===== src/rtl/uart_rx_pkg.sv =====
// Shared UART frame definitions: default baud divisor, frame geometry and receiver states.
// uart_rx and the transmitter both import this package.
package uart_rx_pkg;
   localparam int unsigned BAUD_END_DEF = 5208;
   localparam int unsigned BIT_END      = 10;
   localparam int unsigned DATA_W       = 8;

   localparam logic [3:0] START_IDX = 4'd0;
   localparam logic [3:0] STOP_IDX  = 4'd9;

   localparam logic [0:0] ST_IDLE = 1'b0;
   localparam logic [0:0] ST_RECV = 1'b1;
endpackage


===== src/rtl/uart_rx_sync.sv =====
// Three-flop synchronizer for the asynchronous serial pin with falling-edge detect.
// The flops reset high so that releasing reset never looks like a start edge.
module uart_rx_sync (
   input  logic clk,
   input  logic rst_n,
   input  logic rs232_rx,
   output logic rx_s,
   output logic nedge
);
   logic rx_r1_q, rx_r2_q, rx_r3_q;
   logic rx_r1_d, rx_r2_d, rx_r3_d;

   always_comb begin
      rx_r1_d = rs232_rx;
      rx_r2_d = rx_r1_q;
      rx_r3_d = rx_r2_q;
   end

   always_ff @(posedge clk or negedge rst_n) begin
      if (!rst_n) rx_r1_q <= 1'b1;
      else        rx_r1_q <= rx_r1_d;
   end

   always_ff @(posedge clk or negedge rst_n) begin
      if (!rst_n) rx_r2_q <= 1'b1;
      else        rx_r2_q <= rx_r2_d;
   end

   always_ff @(posedge clk or negedge rst_n) begin
      if (!rst_n) rx_r3_q <= 1'b1;
      else        rx_r3_q <= rx_r3_d;
   end

   assign rx_s  = rx_r2_q;
   assign nedge = rx_r3_q & ~rx_r2_q;
endmodule


===== src/rtl/uart_rx.sv =====
// 8N1 RS-232 receiver: mid-bit sampling, LSB first, one-cycle po_flag per good frame
// and one-cycle frame_err when the stop bit samples low.
module uart_rx
   import uart_rx_pkg::*;
#(
   parameter int unsigned BAUD_END = BAUD_END_DEF
) (
   input  logic       clk,
   input  logic       rst_n,
   input  logic       rs232_rx,
   output logic [7:0] rx_data,
   output logic       po_flag,
   output logic       frame_err
);
   localparam logic [12:0] CNT0_END  = 13'(BAUD_END - 1);
   localparam logic [12:0] CNT0_MID  = 13'(BAUD_END / 2 - 1);
   localparam logic [3:0]  CNT1_LAST = 4'(BIT_END - 1);
   localparam logic [3:0]  DATA_LAST = 4'(DATA_W);

   logic rx_s, nedge;

   uart_rx_sync u_sync (
      .clk      (clk),
      .rst_n    (rst_n),
      .rs232_rx (rs232_rx),
      .rx_s     (rx_s),
      .nedge    (nedge)
   );

   logic [0:0]  flag_q, flag_d;
   logic [12:0] cnt0_q, cnt0_d;
   logic [3:0]  cnt1_q, cnt1_d;
   logic [7:0]  shift_q, shift_d;
   logic [7:0]  rx_data_q, rx_data_d;
   logic        po_flag_q, po_flag_d;
   logic        frame_err_q, frame_err_d;

   logic       mid, end_cnt0, false_start, stop_mid, frame_done;
   logic [2:0] bit_idx;

   always_comb begin
      mid         = (flag_q == ST_RECV) && (cnt0_q == CNT0_MID);
      end_cnt0    = (flag_q == ST_RECV) && (cnt0_q == CNT0_END);
      false_start = mid && (cnt1_q == START_IDX) && rx_s;
      // Returning at mid-stop leaves half a bit to catch a back-to-back start edge.
      stop_mid    = mid && (cnt1_q == STOP_IDX);
      frame_done  = false_start || stop_mid;
      bit_idx     = 3'(cnt1_q - 4'd1);
   end

   always_comb begin
      flag_d = flag_q;
      if (frame_done)
         flag_d = ST_IDLE;
      else if ((flag_q == ST_IDLE) && nedge)
         flag_d = ST_RECV;
   end

   always_comb begin
      cnt0_d = cnt0_q + 13'd1;
      if (frame_done || (flag_q == ST_IDLE) || end_cnt0)
         cnt0_d = '0;
   end

   always_comb begin
      cnt1_d = cnt1_q;
      if (frame_done)
         cnt1_d = '0;
      else if (end_cnt0)
         cnt1_d = (cnt1_q == CNT1_LAST) ? 4'd0 : cnt1_q + 4'd1;
   end

   always_comb begin
      shift_d = shift_q;
      if (mid && (cnt1_q >= 4'd1) && (cnt1_q <= DATA_LAST))
         shift_d[bit_idx] = rx_s;
   end

   always_comb begin
      rx_data_d   = rx_data_q;
      po_flag_d   = stop_mid && rx_s;
      frame_err_d = stop_mid && !rx_s;
      if (stop_mid && rx_s)
         rx_data_d = shift_q;
   end

   always_ff @(posedge clk or negedge rst_n) begin
      if (!rst_n) flag_q <= ST_IDLE;
      else        flag_q <= flag_d;
   end

   always_ff @(posedge clk or negedge rst_n) begin
      if (!rst_n) cnt0_q <= '0;
      else        cnt0_q <= cnt0_d;
   end

   always_ff @(posedge clk or negedge rst_n) begin
      if (!rst_n) cnt1_q <= '0;
      else        cnt1_q <= cnt1_d;
   end

   always_ff @(posedge clk or negedge rst_n) begin
      if (!rst_n) shift_q <= '0;
      else        shift_q <= shift_d;
   end

   always_ff @(posedge clk or negedge rst_n) begin
      if (!rst_n) rx_data_q <= '0;
      else        rx_data_q <= rx_data_d;
   end

   always_ff @(posedge clk or negedge rst_n) begin
      if (!rst_n) po_flag_q <= 1'b0;
      else        po_flag_q <= po_flag_d;
   end

   always_ff @(posedge clk or negedge rst_n) begin
      if (!rst_n) frame_err_q <= 1'b0;
      else        frame_err_q <= frame_err_d;
   end

   assign rx_data   = rx_data_q;
   assign po_flag   = po_flag_q;
   assign frame_err = frame_err_q;
endmodule


===== config.mk =====
export PLATFORM = sky130hd
export DESIGN_NAME = uart_rx
export DESIGN_NICKNAME = d
export VERILOG_FILES = /design/src/rtl/uart_rx_pkg.sv /design/src/rtl/uart_rx_sync.sv /design/src/rtl/uart_rx.sv
export SDC_FILE = /design/constraint.sdc
export NUM_CORES = 1
export LEC_CHECK = 0
export CAP_MARGIN = 30
export CORE_MARGIN = 3
export CORE_UTILIZATION = 50
export CTS_CLUSTER_DIAMETER = 50
export DETAILED_ROUTE_END_ITERATION = 8
export PLACE_DENSITY = 0.72
export SYNTH_ARGS = -nofsm -noshare
export SYNTH_HDL_FRONTEND = slang
export SYNTH_SLANG_ARGS = --single-unit

===== constraint.sdc =====
create_clock -name clk -period 5.15 [get_ports clk]
set_input_delay 0.515 -clock clk [delete_from_list [all_inputs] [get_ports clk]]
set_output_delay 0.515 -clock clk [all_outputs]
set_load 0.03 [all_outputs]

==> results of run 1 <==
## area by class of cell
| cell class | instances | area [um^2] | area share |
|---|---|---|---|
| sequential | 39 | 980 | 0.456 |
| multi-input combinational | 119 | 857 | 0.399 |
| timing repair buffer | 12 | 115 | 0.0536 |
| clock buffer | 5 | 68.8 | 0.0320 |
| tap | 46 | 57.6 | 0.0268 |
| clock inverter | 3 | 43.8 | 0.0204 |
| inverter | 7 | 26.3 | 0.0122 |
## stage by stage
step	setup WS [ns]	cells	utilization	hold WS [ns]	cell area (um^2)
4_1_cts	2.53	231	0.615	0.343	2150
3_5_place_dp	2.55	223	0.583	0.351	2040
6_report	2.54	231	0.615	0.312	2150
3_3_place_gp	2.68	223	0.583	0.346	2040
5_1_grt	2.31	231	0.615	0.369	2150
2_1_floorplan	3.08	170	-	0.219	1890
## synth_stat cells, drive strengths merged
library cell,count
and4,1
ha,6
clkbuf,2
dfstp,3
nor2,23
a21oi,4
buf,3
and4b,1
or4b,1
o21ai,4
or3b,1
a31oi,1
nand2b,1
dfrtp,36
mux2,17
xor2,3
nor3b,1
nand4bb,1
nand3,7
and3,3
nor4bb,1
and3b,1
nand4,10
or4,2
nor2b,1
nor4,4
a211o,1
xnor2,10
nand3b,2
inv,7
nor3,3
and2,3
nand2,6
## worst register-to-register path: cells and delay by family, from the launching register on
| family | cells | cell delay, ns |
|---|---|---|
| fa+ha+maj | 1 | 0.29 |
| flops | 1 | 0.41 |
| mux | 1 | 0.37 |
| simple gates | 3 | 1.44 |
## power groups by stage
stage                     Sequential [mW]  Clock, mW  Combinational [mW]
after CTS                           0.378      0.255              0.0873
after detailed placement            0.384          0              0.0854
after global placement              0.379          0              0.0813
after global routing                0.386      0.268              0.0989
after floorplan                     0.371          0              0.0675
final                               0.380      0.247              0.0857
## how the worst max path moves through the flow
stage | startpoint | end | slack, ns | depth (start not counted)
after floorplan | cnt0_q[0] | rx_data[0] | 3.08 | 6
after global placement | cnt0_q[0] | rx_data[6] | 2.68 | 5
after detailed placement | cnt0_q[0] | rx_data[7] | 2.55 | 5
after CTS | cnt0_q[0] | rx_data[7] | 2.53 | 5
after global routing | cnt0_q[0] | rx_data[7] | 2.31 | 5
final | cnt0_q[0] | rx_data[7] | 2.54 | 5
## flip-flops by register name (all words and copies together), names as in the netlist
name and cells:
cnt0_q 13, rx_data 8, shift_q 8, cnt1_q 4, flag_q 1, frame_err 1
po_flag 1, u_sync.rx_r1_q 1, u_sync.rx_r3_q 1, u_sync.rx_s 1
## logic make-up (layout without fill, tap and decap cells)
family	Yosys count	after routing	share of synthesized area
DFF	39	39	0.517
buffers and inverters	12	27	0.0304
xor gates and xnor gates	13	13	0.0601
adders and majority gates	6	6	0.0396
AOI/OAI and AO/OA	10	10	0.0297
and+or+nand+nor	73	73	0.222
muxes	17	17	0.101
## metal layers
metal,share of wire,GRT usage
met5,0,0
met3,0.044,0.0566
met4,0.020,0.0759
met2,0.51,0.288
met1,0.43,0.224
==> results.txt, run 1 <==
Max-cap violations in this run came to 0. The synthesized design contains 39 register bits. Of all nets on the critical path, the largest fanout is 13. The library cell used most frequently in the layout, excluding fill and tap cells, is dfrtp_1. The post-synthesis net count is 179. Ratio of total power to cell area: 332 nW/um^2. TritonCTS built the clock tree.

For this block, the routed nets add up to 3.33 mm of wire. Walking the worst path, the cells encountered are ha_1 > or3b_1 > nor4_4 > and3_1 > mux2_1. Synthesis produced 170 cells.

The run gives 0.517 as the sequential-to-total area share from yosys stat. In this run the critical register-to-register path is launched from cnt0_q[0]. The worst setup path is of the reg2reg kind. Proportion of power drawn by flip-flops and latches: 0.533. The reported leakage power is 0.973 nW. The total setup buffers inserted after CTS was 0; the global-route usage over all layers was 0.180. After detailed routing, the number of vias per cell comes to 5.75. Yosys mapped the design onto 38 distinct sky130hd cell types.

Entering global routing, the biggest net connects 40 pins. For the final database, setup skew stands at 0.00845 ns. The library cell with the largest summed area after synthesis is dfrtp_1. Adding up every negative setup slack in the final design gives 0 ns. The first routing iteration left 65 violations. The layout cell share with drive strength beyond 1 came out at 0.0919. The tree built by TritonCTS fans out to 39 sinks.

The worst hold path belongs to the class in2async. By area the synthesized netlist is led by dfrtp_1 48%, mux2_1 8.9%, xnor2_1 4.6%. The worst setup path is launched from a flop. The total DRC errors in the routed layout was 0; the clock transition time at the flip-flop clock pins of the worst setup and hold paths was 0.08 ns. The weighted congestion reported at the end of routability-driven placement was 0.896.

The die outline width is 67.6 um. For the post-cts sizing count, the log shows 0. The family with the most delay on the worst path was simple AND/OR/NAND/NOR gates.

The wire length of the first global-routing pass came out at 6.02 mm. The worst register-to-register path ends at rx_data[7]. The tools report the arrival time at the worst endpoint as 2.79 ns.

The routed design could run at a clock period as short as 2.61 ns. The number of cell rows is 21, and the number of buffers created by CTS is 5. The max-slew violation total from the final report came out at 0. The analysis attributes to net switching a power of 0.196 mW. Dividing the detail-routed wire length by the instance count gives 14.4 um. The tools report the number of routed nets with antenna violations as 0. The tools report the combinational cell fraction of total power as 0.120. The flow ran to the end, and the final reports show no timing, DRC or antenna violations.

The count of H-tree levels built during CTS came out at 2. Buffers inserted to repair hold after CTS numbered 0. Across the VDD grid, the largest voltage drop is 0.000282 V. Timing would allow up to 382 MHz. The tools report the number of hold violations in the final report as 0. In the final design database the tool counted 193 nets. The final cycle utilization of the critical path works out to 0.508. The clock reaches the later pin of the worst-skew pair after 0.29 ns.

The worst register-to-register path has a setup slack of 2.54 ns. 13 I/O pins were placed. The die covers 4560 um^2. The area added between synthesis and finish was 13.4%; the slew at the pin closest to its max-slew limit was 0.826 ns.

The fraction of power consumed by the clock network came out at 0.347. The initial antenna violation count was 0. Counting along the longest clock path gives a buffer depth of 2.

Summing internal, switching and leakage power gives 0.713 mW. The warning count from the yosys run was 0. At the worst endpoint, the required time is 5.33 ns. 0 antenna diodes ended up in the layout.

Summed over all layers, the global routing overflow is 0. The region available for standard cell placement spans 3490 um^2. Number of global-route vias before repair: 1316. For the worst max-slew margin expressed relative to the limit, the log shows 0.449. STA classifies the critical path endpoint as a flop. Switching part of the total power: 0.275. The initial core utilization was 0.542; the number of endpoints failing setup at the final stage was 0. Number of cells on the worst reg-to-reg path: 5. Setup repair after global routing left no endpoint under its margin. The count of vias placed by the detailed router is 1328. The internal power of the cells totals 0.517 mW. The clock root buffer master is clkbuf_8. The filler cells instantiated in the layout total 282. A synthesized cell averages 11.1 um^2. On the critical path, the stage with the largest delay is an instance of nor4_4. The detailed-router iteration count before antenna repair is 4, and the count of port buffers added during placement is 12.

The critical path contains buffers and inverters numbering 0 combined. The mapped cell area was 1890 um^2. The vertical extent of the die was 67.6 um. Leaving out fill and tap cells, the most frequent cells in the layout are 36 x dfrtp_1, 23 x nor2_1, 15 x mux2_1. The wire-length estimate of the detail-placed layout is 2.34 mm. Area fraction of the dominant cell type after synthesis: 0.476. The largest incremental delay on the critical path is 0.54 ns.
Note: power is estimated with default switching activity, not from simulation.
==> run 2, diff against run 1 <==
- clock period: 5.15 -> 2.6 ns (I/O delays scaled with it)
==> results.txt, run 2 (same netlist as run 1, synthesis figures left out) <==
The total DRC errors in the routed layout is 0. The die covers 4560 um^2. The final cell area excluding filler cells came out at 2180 um^2.

STA puts the critical path data required time at 2.77 ns. Per-cell routed wire length: 14.3 um. The total overflow left after global routing is 0. The worst max-slew margin expressed relative to the limit came out at 0.454.

For the combinational cell fraction of total power, the log shows 0.112. The critical path goes through ha_1 > or3b_1 > nor4_4 > and3_1 > mux2_1. The most flop-heavy register is cnt0_q.

In this run the standard cell core region covers 3490 um^2. The H-tree was split into 2 levels. The maximum clock skew at final layout was 0.00581 ns; the largest voltage drop on the vdd net was 0.000442 V. The tools report the filler-free cell count of the finished design as 233. For this run, the slowest stage of the critical path takes 0.42 ns. Before antenna repair, the detailed router went through 4 iterations. The tool flagged a number of max-cap violations equal to 0. Clock-pin slew was measured on the worst setup and hold paths at 0.07 ns.

The count of nets left with antenna violations once routing finished came out at 0. The worst slack on hold paths was 0.0658 ns; the switching part of the total power was 0.252. Proportion of power drawn by flip-flops and latches: 0.498. The first global-routing pass estimated 6.02 mm of wire.

At the later pin of the worst-skew pair, clock insertion delay measures 0.29 ns. Along the worst path, the maximum fanout reaches 8. The global-route usage over all layers was 0.180; the antenna cell count was 0. In the final timing run, aggregate negative setup slack is 0 ns. Classification of the worst-slack hold path: in2async. Type of the setup path with the least slack: reg2reg. The run finished with clean final reports.

The run gives 0.315 ns as the worst slack at placement. The worst setup path is launched from a flop. For the weighted congestion reported at the end of routability-driven placement, the log shows 0.873. The family with the most delay on the worst path is simple AND/OR/NAND/NOR gates.

Clock tree synthesis selected as its root buffer the cell clkbuf_8. Detailed routing inserted a total of 1292 vias. Setup violations remaining at the end of the flow were counted as 0.

The total length of routed wires was 3.32 mm; the number of cell rows was 21. The worst setup path is captured at a flop. The number of buffers and inverters on the critical path is 0. The number of setup buffers added after CTS is 0. In this run the power spent charging and discharging nets is 0.377 mW.

The internal portion of the total power is 1.12 mW. Power spread over the standard cell area amounts to 687 nW/um^2. Based on the critical path, the design can be clocked at up to 442 MHz.

Worst setup margin: 0.339 ns. Final cycle utilization of the critical path: 0.870. From synthesis to final layout, the design area changed by 15.3%.

The wire-length estimate of the detail-placed layout is 2.37 mm. The net count of the finished layout is 195. TritonCTS built the clock tree. The tree built by TritonCTS fans out to 39 sinks. The count of port buffers added during placement came out at 12.

Fraction of power consumed by the clock network: 0.389. The standard cell area after detailed placement is 2050 um^2, and the slew at the pin closest to its max-slew limit is 0.820 ns. The largest individual stage delay along the critical path comes from the cell or3b_1. The pin count of the biggest net entering global routing came out at 40. Setup repair after global routing left no endpoint under its margin.

Gates resized during post-CTS repair numbered 0. The clock passes through at most 2 buffers. The logs give 0 for the max-slew violation total from the final report and 0 for the number of hold buffers added after CTS. The run gives 0 as the number of hold violations in the final report. In the layout the commonest cells are 36 x dfrtp_1, 23 x nor2_1, 15 x mux2_1. The number of flip-flops in the largest register is 13, and the arrival time at the worst endpoint is 2.43 ns. The run gives 5 as the number of buffers created by CTS. The detailed router finished its first iteration with 71 violations. Counting I/O delays and the setup requirement, the final critical path takes 2.26 ns. The die outline width is 67.6 um. 13 I/O pins were placed. The startpoint of the lowest-slack register-to-register path is cnt0_q[0]. The initial antenna violation count was 0; the reported leakage power was 0.991 nW.

The library cell used most frequently in the layout, excluding fill and tap cells, is dfrtp_1. The critical path starts at cnt0_q[0]. The logs give 0.542 for the initial core utilization and 225 for the placed instance count.

The floorplan step set the die height to 67.6 um. After detailed routing, the number of vias per cell comes to 5.55. Number of global-route vias before repair: 1312. The layout cell share with drive strength beyond 1 was 0.0963.
## run 2: path summary, 6_finish.rpt
check	slack, ns	end	cells past startpoint
setup / recovery	0.34	rx_data[7]	5
hold / removal	0.07	shift_q[4]	1
setup reg to reg	0.34	rx_data[7]	5
hold reg to reg	0.36	u_sync.rx_s	0
max in group asynchronous	2.02	cnt0_q[11]	1
min in group clk	0.36	u_sync.rx_s	0
## run 2: stage by stage
step,power [mW],utilization
floorplan,0.869,-
finish,1.50,0.625
CTS,1.52,0.625
global placement,0.912,0.587
global route,1.59,0.625
detailed placement,0.929,0.587
## run 2: area by class of cell
type,count,area [um^2]
clock inverter,2,60.1
timing repair buffer,14,130
tap,46,57.6
inverter,7,26.3
multi-input combinational,119,857
clock buffer,6,72.6
sequential,39,980
fill,263,1310
## run 2: metal layers
metal	vias up	share of wire	global-route usage
met2	25	0.53	0.323
met3	6	0.042	0.0499
met1	636	0.42	0.201
met4	0	0.015	0.0684
li1	625	-	-
met5	-	0	0
## run 2: power groups by stage
stage               logic (mW)  clock network (mW)  registers [mW]
floorplan                0.134                   0           0.735
global placement         0.161                   0           0.751
detailed placement       0.172                   0           0.757
CTS                      0.173               0.599           0.747
global route             0.195               0.633           0.761
finish                   0.168               0.584           0.748
==> run 3, diff against run 2 <==
- CTS_CLUSTER_SIZE: default -> 40
==> results of run 3 <==
Final layout, timing and power as in run 2 (identical DEF).
